### src/rtl/pe_arb_pkg.sv
// Shared definitions for the output-activation read-port arbiter: bus widths
// tied to the PE act-no and data buses, the default starvation limit and the
// NI request state encoding.
package pe_arb_pkg;

  localparam int PE_ACT_NO_W      = 6;
  localparam int PE_DATA_W        = 16;
  localparam int DEF_STARVE_LIMIT = 8;

  typedef enum logic [1:0] {
    IDLE = 2'd0,
    WAIT = 2'd1,
    RESP = 2'd2
  } arb_state_t;

endpackage

### src/rtl/act_fwd_mux.sv
// Write-back forwarding select: a consumer reading the address that WB is
// writing this cycle gets the fresh WB data instead of the stale regfile data.
module act_fwd_mux
  import pe_arb_pkg::*;
#(
  parameter int ADDR_W = PE_ACT_NO_W,
  parameter int DATA_W = PE_DATA_W
) (
  input  logic              wb_en,
  input  logic [ADDR_W-1:0] wb_addr,
  input  logic [DATA_W-1:0] wb_data,
  input  logic [ADDR_W-1:0] rd_addr,
  input  logic [DATA_W-1:0] rd_data,
  output logic [DATA_W-1:0] sel_data
);

  assign sel_data = (wb_en && (wb_addr == rd_addr)) ? wb_data : rd_data;

endmodule

### src/rtl/out_act_read_arbiter.sv
// Arbiter for the single read port of the output-activation regfile.
// ADD always wins; NI reads are buffered in WAIT until the port is free and
// clear is not running, with a starvation guard that stalls the PE controller.
module out_act_read_arbiter
  import pe_arb_pkg::*;
#(
  parameter int ACT_ADDR_W   = PE_ACT_NO_W,
  parameter int DATA_W       = PE_DATA_W,
  parameter int STARVE_LIMIT = DEF_STARVE_LIMIT
) (
  input  logic                  clk,
  input  logic                  rst,
  input  logic                  comp_en_add,
  input  logic [ACT_ADDR_W-1:0] out_act_addr_add,
  output logic [DATA_W-1:0]     out_act_value_add,
  input  logic                  comp_en_wb,
  input  logic [ACT_ADDR_W-1:0] out_act_addr_wb,
  input  logic [DATA_W-1:0]     add_result_wb,
  input  logic                  out_act_clear,
  input  logic                  ni_read_rqst,
  input  logic [ACT_ADDR_W-1:0] ni_read_addr,
  output logic                  ni_read_valid,
  output logic [DATA_W-1:0]     ni_read_data,
  output logic                  comp_stall,
  output logic                  out_act_read_en,
  output logic [ACT_ADDR_W-1:0] out_act_read_addr,
  input  logic [DATA_W-1:0]     out_act_read_data
);

  localparam int CNT_W = $clog2(STARVE_LIMIT + 1);
  localparam logic [CNT_W-1:0] CNT_LIMIT = CNT_W'(STARVE_LIMIT);
  localparam logic [CNT_W-1:0] CNT_ONE   = CNT_W'(1);

  arb_state_t            state;
  logic [ACT_ADDR_W-1:0] pend_addr;
  logic [CNT_W-1:0]      starve_cnt;

  logic                  ni_active;
  logic                  ni_grant;
  logic [ACT_ADDR_W-1:0] ni_addr;
  logic [DATA_W-1:0]     ni_value;

  // A live NI request is either a fresh pulse in IDLE or the buffered one in WAIT.
  assign ni_active = ((state == IDLE) && ni_read_rqst) || (state == WAIT);
  assign ni_grant  = ni_active && !comp_en_add && !out_act_clear;
  assign ni_addr   = (state == IDLE) ? ni_read_addr : pend_addr;

  // Read-port steering: ADD first, then a granted NI read, otherwise parked at 0.
  always_comb begin
    // NOTE: defaults first so every path assigns both outputs and no latch is inferred.
    out_act_read_en   = 1'b0;
    out_act_read_addr = '0;
    if (comp_en_add) begin
      out_act_read_en   = 1'b1;
      out_act_read_addr = out_act_addr_add;
    end else if (ni_grant) begin
      out_act_read_en   = 1'b1;
      out_act_read_addr = ni_addr;
    end
  end

  act_fwd_mux #(.ADDR_W(ACT_ADDR_W), .DATA_W(DATA_W)) u_fwd_add (
    .wb_en    (comp_en_wb),
    .wb_addr  (out_act_addr_wb),
    .wb_data  (add_result_wb),
    .rd_addr  (out_act_addr_add),
    .rd_data  (out_act_read_data),
    .sel_data (out_act_value_add)
  );

  act_fwd_mux #(.ADDR_W(ACT_ADDR_W), .DATA_W(DATA_W)) u_fwd_ni (
    .wb_en    (comp_en_wb),
    .wb_addr  (out_act_addr_wb),
    .wb_data  (add_result_wb),
    .rd_addr  (ni_addr),
    .rd_data  (out_act_read_data),
    .sel_data (ni_value)
  );

  // NI request FSM with starvation counter, registered response and stall flag.
  always_ff @(posedge clk) begin
    if (rst) begin
      // NOTE: only control/state registers need reset; every one here is small, so all are reset.
      state         <= IDLE;
      pend_addr     <= '0;
      starve_cnt    <= '0;
      ni_read_valid <= 1'b0;
      ni_read_data  <= '0;
      comp_stall    <= 1'b0;
    end else begin
      // NOTE: non-blocking assignments so every register samples pre-edge values.
      ni_read_valid <= 1'b0;
      unique case (state)
        IDLE: begin
          if (ni_read_rqst) begin
            if (ni_grant) begin
              state         <= RESP;
              ni_read_valid <= 1'b1;
              ni_read_data  <= ni_value;
            end else begin
              state      <= WAIT;
              pend_addr  <= ni_read_addr;
              starve_cnt <= CNT_ONE;
              comp_stall <= (CNT_ONE >= CNT_LIMIT);
            end
          end
        end
        WAIT: begin
          if (ni_grant) begin
            state         <= RESP;
            ni_read_valid <= 1'b1;
            ni_read_data  <= ni_value;
            starve_cnt    <= '0;
            comp_stall    <= 1'b0;
          end else if (starve_cnt < CNT_LIMIT) begin
            starve_cnt <= starve_cnt + CNT_ONE;
            if ((starve_cnt + CNT_ONE) >= CNT_LIMIT) comp_stall <= 1'b1;
          end
        end
        RESP: begin
          state <= IDLE;
        end
        default: begin
          state <= IDLE;
        end
      endcase
    end
  end

endmodule
### config.mk
export PLATFORM = sky130hd
export DESIGN_NAME = out_act_read_arbiter
export DESIGN_NICKNAME = d
export VERILOG_FILES = /design/src/rtl/pe_arb_pkg.sv /design/src/rtl/act_fwd_mux.sv /design/src/rtl/out_act_read_arbiter.sv
export SDC_FILE = /design/constraint.sdc
export NUM_CORES = 1
export LEC_CHECK = 0
export CAP_MARGIN = 0
export CORE_MARGIN = 1.5
export CORE_UTILIZATION = 30
export DETAILED_ROUTE_END_ITERATION = 7
export GPL_TIMING_DRIVEN = 0
export SYNTH_ARGS = -nofsm -noshare
export SYNTH_HDL_FRONTEND = slang
export SYNTH_SLANG_ARGS = --single-unit
### constraint.sdc
create_clock -name clk -period 3.81 [get_ports clk]
set_input_delay 0.762 -clock clk [delete_from_list [all_inputs] [get_ports clk]]
set_output_delay 0.762 -clock clk [all_outputs]
set_load 0.02 [all_outputs]
==> impl_results.html <==
<table>
<tr><th>Metric</th><th>Value</th></tr>
<tr><th colspan="2">Global routing</th></tr>
<tr><td>Via count of the first global-routing pass</td><td>about 2100</td></tr>
<tr><td>Congestion Overflow GR</td><td>0</td></tr>
<tr><td>Maximum number of pins on one net before global-route repair</td><td>11</td></tr>
<tr><td>Overall track demand over capacity in global routing</td><td>between 15 and 20%</td></tr>
<tr><td>Initial antenna violation count</td><td>0</td></tr>
<tr><td>Wire length of the first global-routing pass</td><td>roughly 10000 µm</td></tr>
<tr><th colspan="2">Routing</th></tr>
<tr><td>Met2 routed wirelength</td><td>slightly below 3000 µm</td></tr>
<tr><td>Count of routing violations after the opening detailed-route iteration</td><td>a little under 80</td></tr>
<tr><td>Total number of vias</td><td>between 2000 and 2500</td></tr>
<tr><td>Total length of routed met3 wires</td><td>~350 µm</td></tr>
<tr><td>Aggregate routed wire length</td><td>about 6300 µm</td></tr>
<tr><td>Post-Route M1 WL</td><td>roughly 3000 µm</td></tr>
<tr><td>DRT Pass-1 Iters</td><td>5</td></tr>
<tr><td>Average via count per standard cell</td><td>5.08</td></tr>
<tr><td>Remaining DRCs</td><td>0</td></tr>
<tr><td>Routed WL per cell</td><td>around 15 µm</td></tr>
<tr><td>Top routing layer used</td><td>met4</td></tr>
<tr><td>Routed Antenna Nets</td><td>0</td></tr>
<tr><th colspan="2">Logic synthesis</th></tr>
<tr><td>Register bit total from synthesis</td><td>30</td></tr>
<tr><td>Count of mapped cells out of synthesis</td><td>roughly 230</td></tr>
<tr><td>Part of the Yosys area used for sequential elements</td><td>28.7%</td></tr>
<tr><td>Cell accounting for the most synthesized area</td><td>dfxtp_1</td></tr>
<tr><td>Number of synthesis warnings</td><td>0</td></tr>
<tr><td>Number of distinct standard cells referenced by the synthesized netlist</td><td>43</td></tr>
<tr><td>Synth top area cells</td><td>dfxtp_1 29%, mux2_2 8.6%, a311oi_1 6.7%, mux2i_1 6.2%, nor2_1 5.7%</td></tr>
<tr><td>Share of the synthesized area in the top cell type</td><td>roughly 29%</td></tr>
<tr><td>Cell area after synthesis</td><td>between 2000 and 2500 µm²</td></tr>
<tr><td>Net count of the mapped netlist</td><td>285</td></tr>
<tr><td>Mean Syn Cell Area</td><td>9.16 µm²</td></tr>
<tr><th colspan="2">STA</th></tr>
<tr><td>Tightest Pin Transition</td><td>~0.57 ns</td></tr>
<tr><td>Final count of hold timing violations</td><td>0</td></tr>
<tr><td>Unrepaired setup endpoints after global routing</td><td>no</td></tr>
<tr><td>Post-route fraction of the period consumed by the critical path</td><td>97.1%</td></tr>
<tr><td>Final clock skew</td><td>0.00853 ns</td></tr>
<tr><td>Fmax achieved</td><td>between 200 and 300 MHz</td></tr>
<tr><td>Final min period</td><td>approximately 3.7 ns</td></tr>
<tr><td>Setup TNS</td><td>0 ns</td></tr>
<tr><td>Final setup vio count</td><td>0</td></tr>
<tr><td>Worst hold slack</td><td>0.496 ns</td></tr>
<tr><td>Slew HR</td><td>61.8%</td></tr>
<tr><td>Total count of max-transition violations in the final report</td><td>0</td></tr>
<tr><th colspan="2">Power</th></tr>
<tr><td>Switching fraction of total power</td><td>32.0%</td></tr>
<tr><td>Design internal power</td><td>0.632 mW</td></tr>
<tr><td>Combinational Power Share</td><td>between 30 and 40%</td></tr>
<tr><td>Proportion of power drawn by flip-flops and latches</td><td>between 30% and 40%</td></tr>
<tr><td>Leakage power total</td><td>1.18 nW</td></tr>
<tr><td>Clock Power Share</td><td>29.2%</td></tr>
<tr><td>Peak supply drop</td><td>around 0.14 mV</td></tr>
<tr><td>Pwr Density</td><td>288 nW/µm²</td></tr>
<tr><td>Sw Pwr</td><td>around 0.30 mW</td></tr>
<tr><th colspan="2">Clocking</th></tr>
<tr><td>TritonCTS clock tree</td><td>done</td></tr>
<tr><td>Insertion delay to the later sink of the worst-skew pair</td><td>0.28 ns</td></tr>
<tr><td>Quantity of hold-fixing buffers added after cts</td><td>0</td></tr>
<tr><td>Number of buffers created by CTS</td><td>5</td></tr>
<tr><td>Maximum number of buffers from clock root to sink</td><td>2</td></tr>
<tr><td>Clock sinks</td><td>30</td></tr>
<tr><td>Clk slew on worst S/H paths</td><td>0.07 ns</td></tr>
<tr><td>Number of levels the H-tree was split into</td><td>2</td></tr>
<tr><td>Root buffer selected by CTS</td><td>clkbuf_8</td></tr>
<tr><th colspan="2">Setup path</th></tr>
<tr><td>Critical path class</td><td>in2out</td></tr>
<tr><td>Register-to-Register Setup Slack</td><td>1.79 ns</td></tr>
<tr><td>FF-to-FF Start</td><td>state[0]</td></tr>
<tr><td>Reg2reg path depth</td><td>7</td></tr>
<tr><td>R2R Path End</td><td>pend_addr[4]</td></tr>
<tr><td>Signal arrival time at the worst endpoint</td><td>2.94 ns</td></tr>
<tr><td>Critical path peak fanout</td><td>6</td></tr>
<tr><td>Critical Path End Type</td><td>output pin</td></tr>
<tr><td>Category of the worst setup path launch point</td><td>input pin</td></tr>
<tr><td>Required time at the endpoint of the critical path</td><td>between 3 and 4 ns</td></tr>
<tr><th colspan="2">Layout</th></tr>
<tr><td>Diode count</td><td>0</td></tr>
<tr><td>Area added between synthesis and finish</td><td>54.7%</td></tr>
<tr><td>Most frequent cells in the layout</td><td>78 x clkdlybuf4s50_1, 32 x nor2_1, 30 x dfxtp_1</td></tr>
<tr><td>Share of final-layout standard cells stronger than drive strength 1</td><td>around 17%</td></tr>
<tr><td>Commonest non-fill, non-tap cell in the layout</td><td>clkdlybuf4s50_1</td></tr>
<tr><td>Post-layout net count</td><td>387</td></tr>
<tr><td>Post-route cell area</td><td>~3200 µm²</td></tr>
<tr><td>Final cell count without fillers</td><td>411</td></tr>
<tr><td>Filler cell count in the final layout</td><td>695</td></tr>
<tr><th colspan="2">Floorplanning</th></tr>
<tr><td>Die boundary height</td><td>86.5 µm</td></tr>
<tr><td>Overall die width</td><td>86.5 µm</td></tr>
<tr><td>Placeable core region</td><td>~6800 µm²</td></tr>
<tr><td>Effective utilization at floorplan</td><td>30.9%</td></tr>
<tr><td># rows</td><td>30</td></tr>
<tr><td>Die area</td><td>about 7500 µm²</td></tr>
<tr><td>Boundary Pins</td><td>97</td></tr>
<tr><th colspan="2">Min path</th></tr>
<tr><td>Path type of the worst min-delay path</td><td>reg2reg</td></tr>
<tr><td>Worst hold endpoint</td><td>ni_read_data[6]</td></tr>
<tr><td>Hold Crit Start</td><td>ni_read_data[6]</td></tr>
<tr><td>Hold-critical path depth</td><td>2</td></tr>
<tr><th colspan="2">Run status</th></tr>
<tr><td>Result of the run</td><td>finished, final reports clean</td></tr>
<tr><th colspan="2">Place</th></tr>
<tr><td>Cells after DPL</td><td>401</td></tr>
<tr><td>Routability-driven placement congestion ratio</td><td>0.780</td></tr>
<tr><td>Placement-stage cell area</td><td>3120 µm²</td></tr>
<tr><td>Placed wire-length estimate</td><td>between 4000 and 5000 µm</td></tr>
<tr><td>Port Buffers</td><td>93</td></tr>
<tr><th colspan="2">Run</th></tr>
<tr><td>Max-capacitance violation count</td><td>0</td></tr>
</table>
==> layer usage <==
metal  vias to the layer above  global-route usage (%)
li1                       1065                       -
met1                       957                    23.2
met2                        64                    28.5
met3                         2                    3.62
met4                         0                    3.52
met5                         -                       0
==> sequential cells by signal, indices dropped and copies added, names as in the netlist <==
register / cells
starve_cnt: 4
pend_addr: 6
state: 2
ni_read_data: 16
ni_read_valid: 1
comp_stall: 1
==> worst max-delay path, cell delays in order <==
cell	delay (ns)
clkdlybuf4s50_1	0.56
xnor2_1	0.14
nand4_1	0.17
nor4_4	0.20
buf_4	0.22
mux2_2	0.34
clkdlybuf4s50_1	0.54
==> power groups by stage <==
stage	Sequential (mW)	Clock [mW]	Combinational (mW)
after floorplan	0.363	0	0.158
after global placement	0.351	0	0.318
after detailed placement	0.352	0	0.319
after CTS	0.345	0.278	0.316
after global routing	0.347	0.290	0.340
final	0.344	0.272	0.314
==> worst max-delay path by stage <==
stage                             startpoint               endpoint  slack (ns)  depth (start not counted)
after floorplan           out_act_addr_wb[4]  out_act_value_add[10]        0.90                          4
final                     out_act_addr_wb[5]   out_act_value_add[1]        0.11                          7
after CTS                 out_act_addr_wb[3]   out_act_value_add[1]       -0.08                          7
after global placement    out_act_addr_wb[3]   out_act_value_add[6]       -0.59                          7
after global routing      out_act_addr_wb[5]   out_act_value_add[3]       0.005                          7
after detailed placement  out_act_addr_wb[3]  out_act_value_add[10]       -0.55                          7
==> through the flow <==
stage	worst slack, ns	total power [mW]	utilization, %
floorplan	0.902	0.521	-
CTS	-0.0837	0.939	47.6
finish	0.111	0.930	47.8
global route	0.00492	0.976	47.8
detailed placement	-0.552	0.671	46.2
global placement	-0.587	0.669	46.2
==> synthesized netlist by cell type, drive strengths merged <==
master   count
and3         2
dfxtp       30
nor4b        1
or3b         1
o21ai        9
a311oi      16
nor4         2
a41oi        1
and2         3
nand4       17
or2          2
mux2i       13
a21oi        3
o2111ai      1
nand2b       3
nand2       10
nor2        33
a21o         1
o211ai       1
buf         13
o31ai       16
inv          3
o21bai       2
ha           1
a41o         1
xnor2        5
clkbuf       6
mux2        16
xor2        11
a2111o       1
a22oi        1
a211o        1
nor3         2
==> final cells by class <==
| type | count | area, µm² | share of cell area (%) |
|---|---|---|---|
| Tap cell | 80 | 100 | 3.10 |
| Clock inverter | 1 | 5.00 | 0.155 |
| Inverter | 3 | 11.3 | 0.348 |
| Timing Repair Buffer | 95 | 931 | 28.8 |
| Buffer | 19 | 140 | 4.34 |
| Clock buffer | 7 | 86.3 | 2.67 |
| Multi-Input combinational cell | 176 | 1360 | 42.0 |
| Sequential cell | 30 | 601 | 18.6 |
==> logic make-up after synthesis <==
logic type | after synthesis | share of synthesized area [%]
xor+xnor | 16 | 6.71
compound gates | 54 | 23.1
fa+ha+maj | 1 | 0.599
simple gates | 76 | 18.9
mux | 29 | 14.8
buf+inv | 22 | 7.07
flops | 30 | 28.7
==> repair_timing <==
action                                  CTS  global route
pin swaps                                 1             1
gates resized for setup                  16             2
setup buffers                             1             1
endpoints found under the setup margin   16             3
cloned                                    0             0
Note: power is estimated with default switching activity, not from simulation.
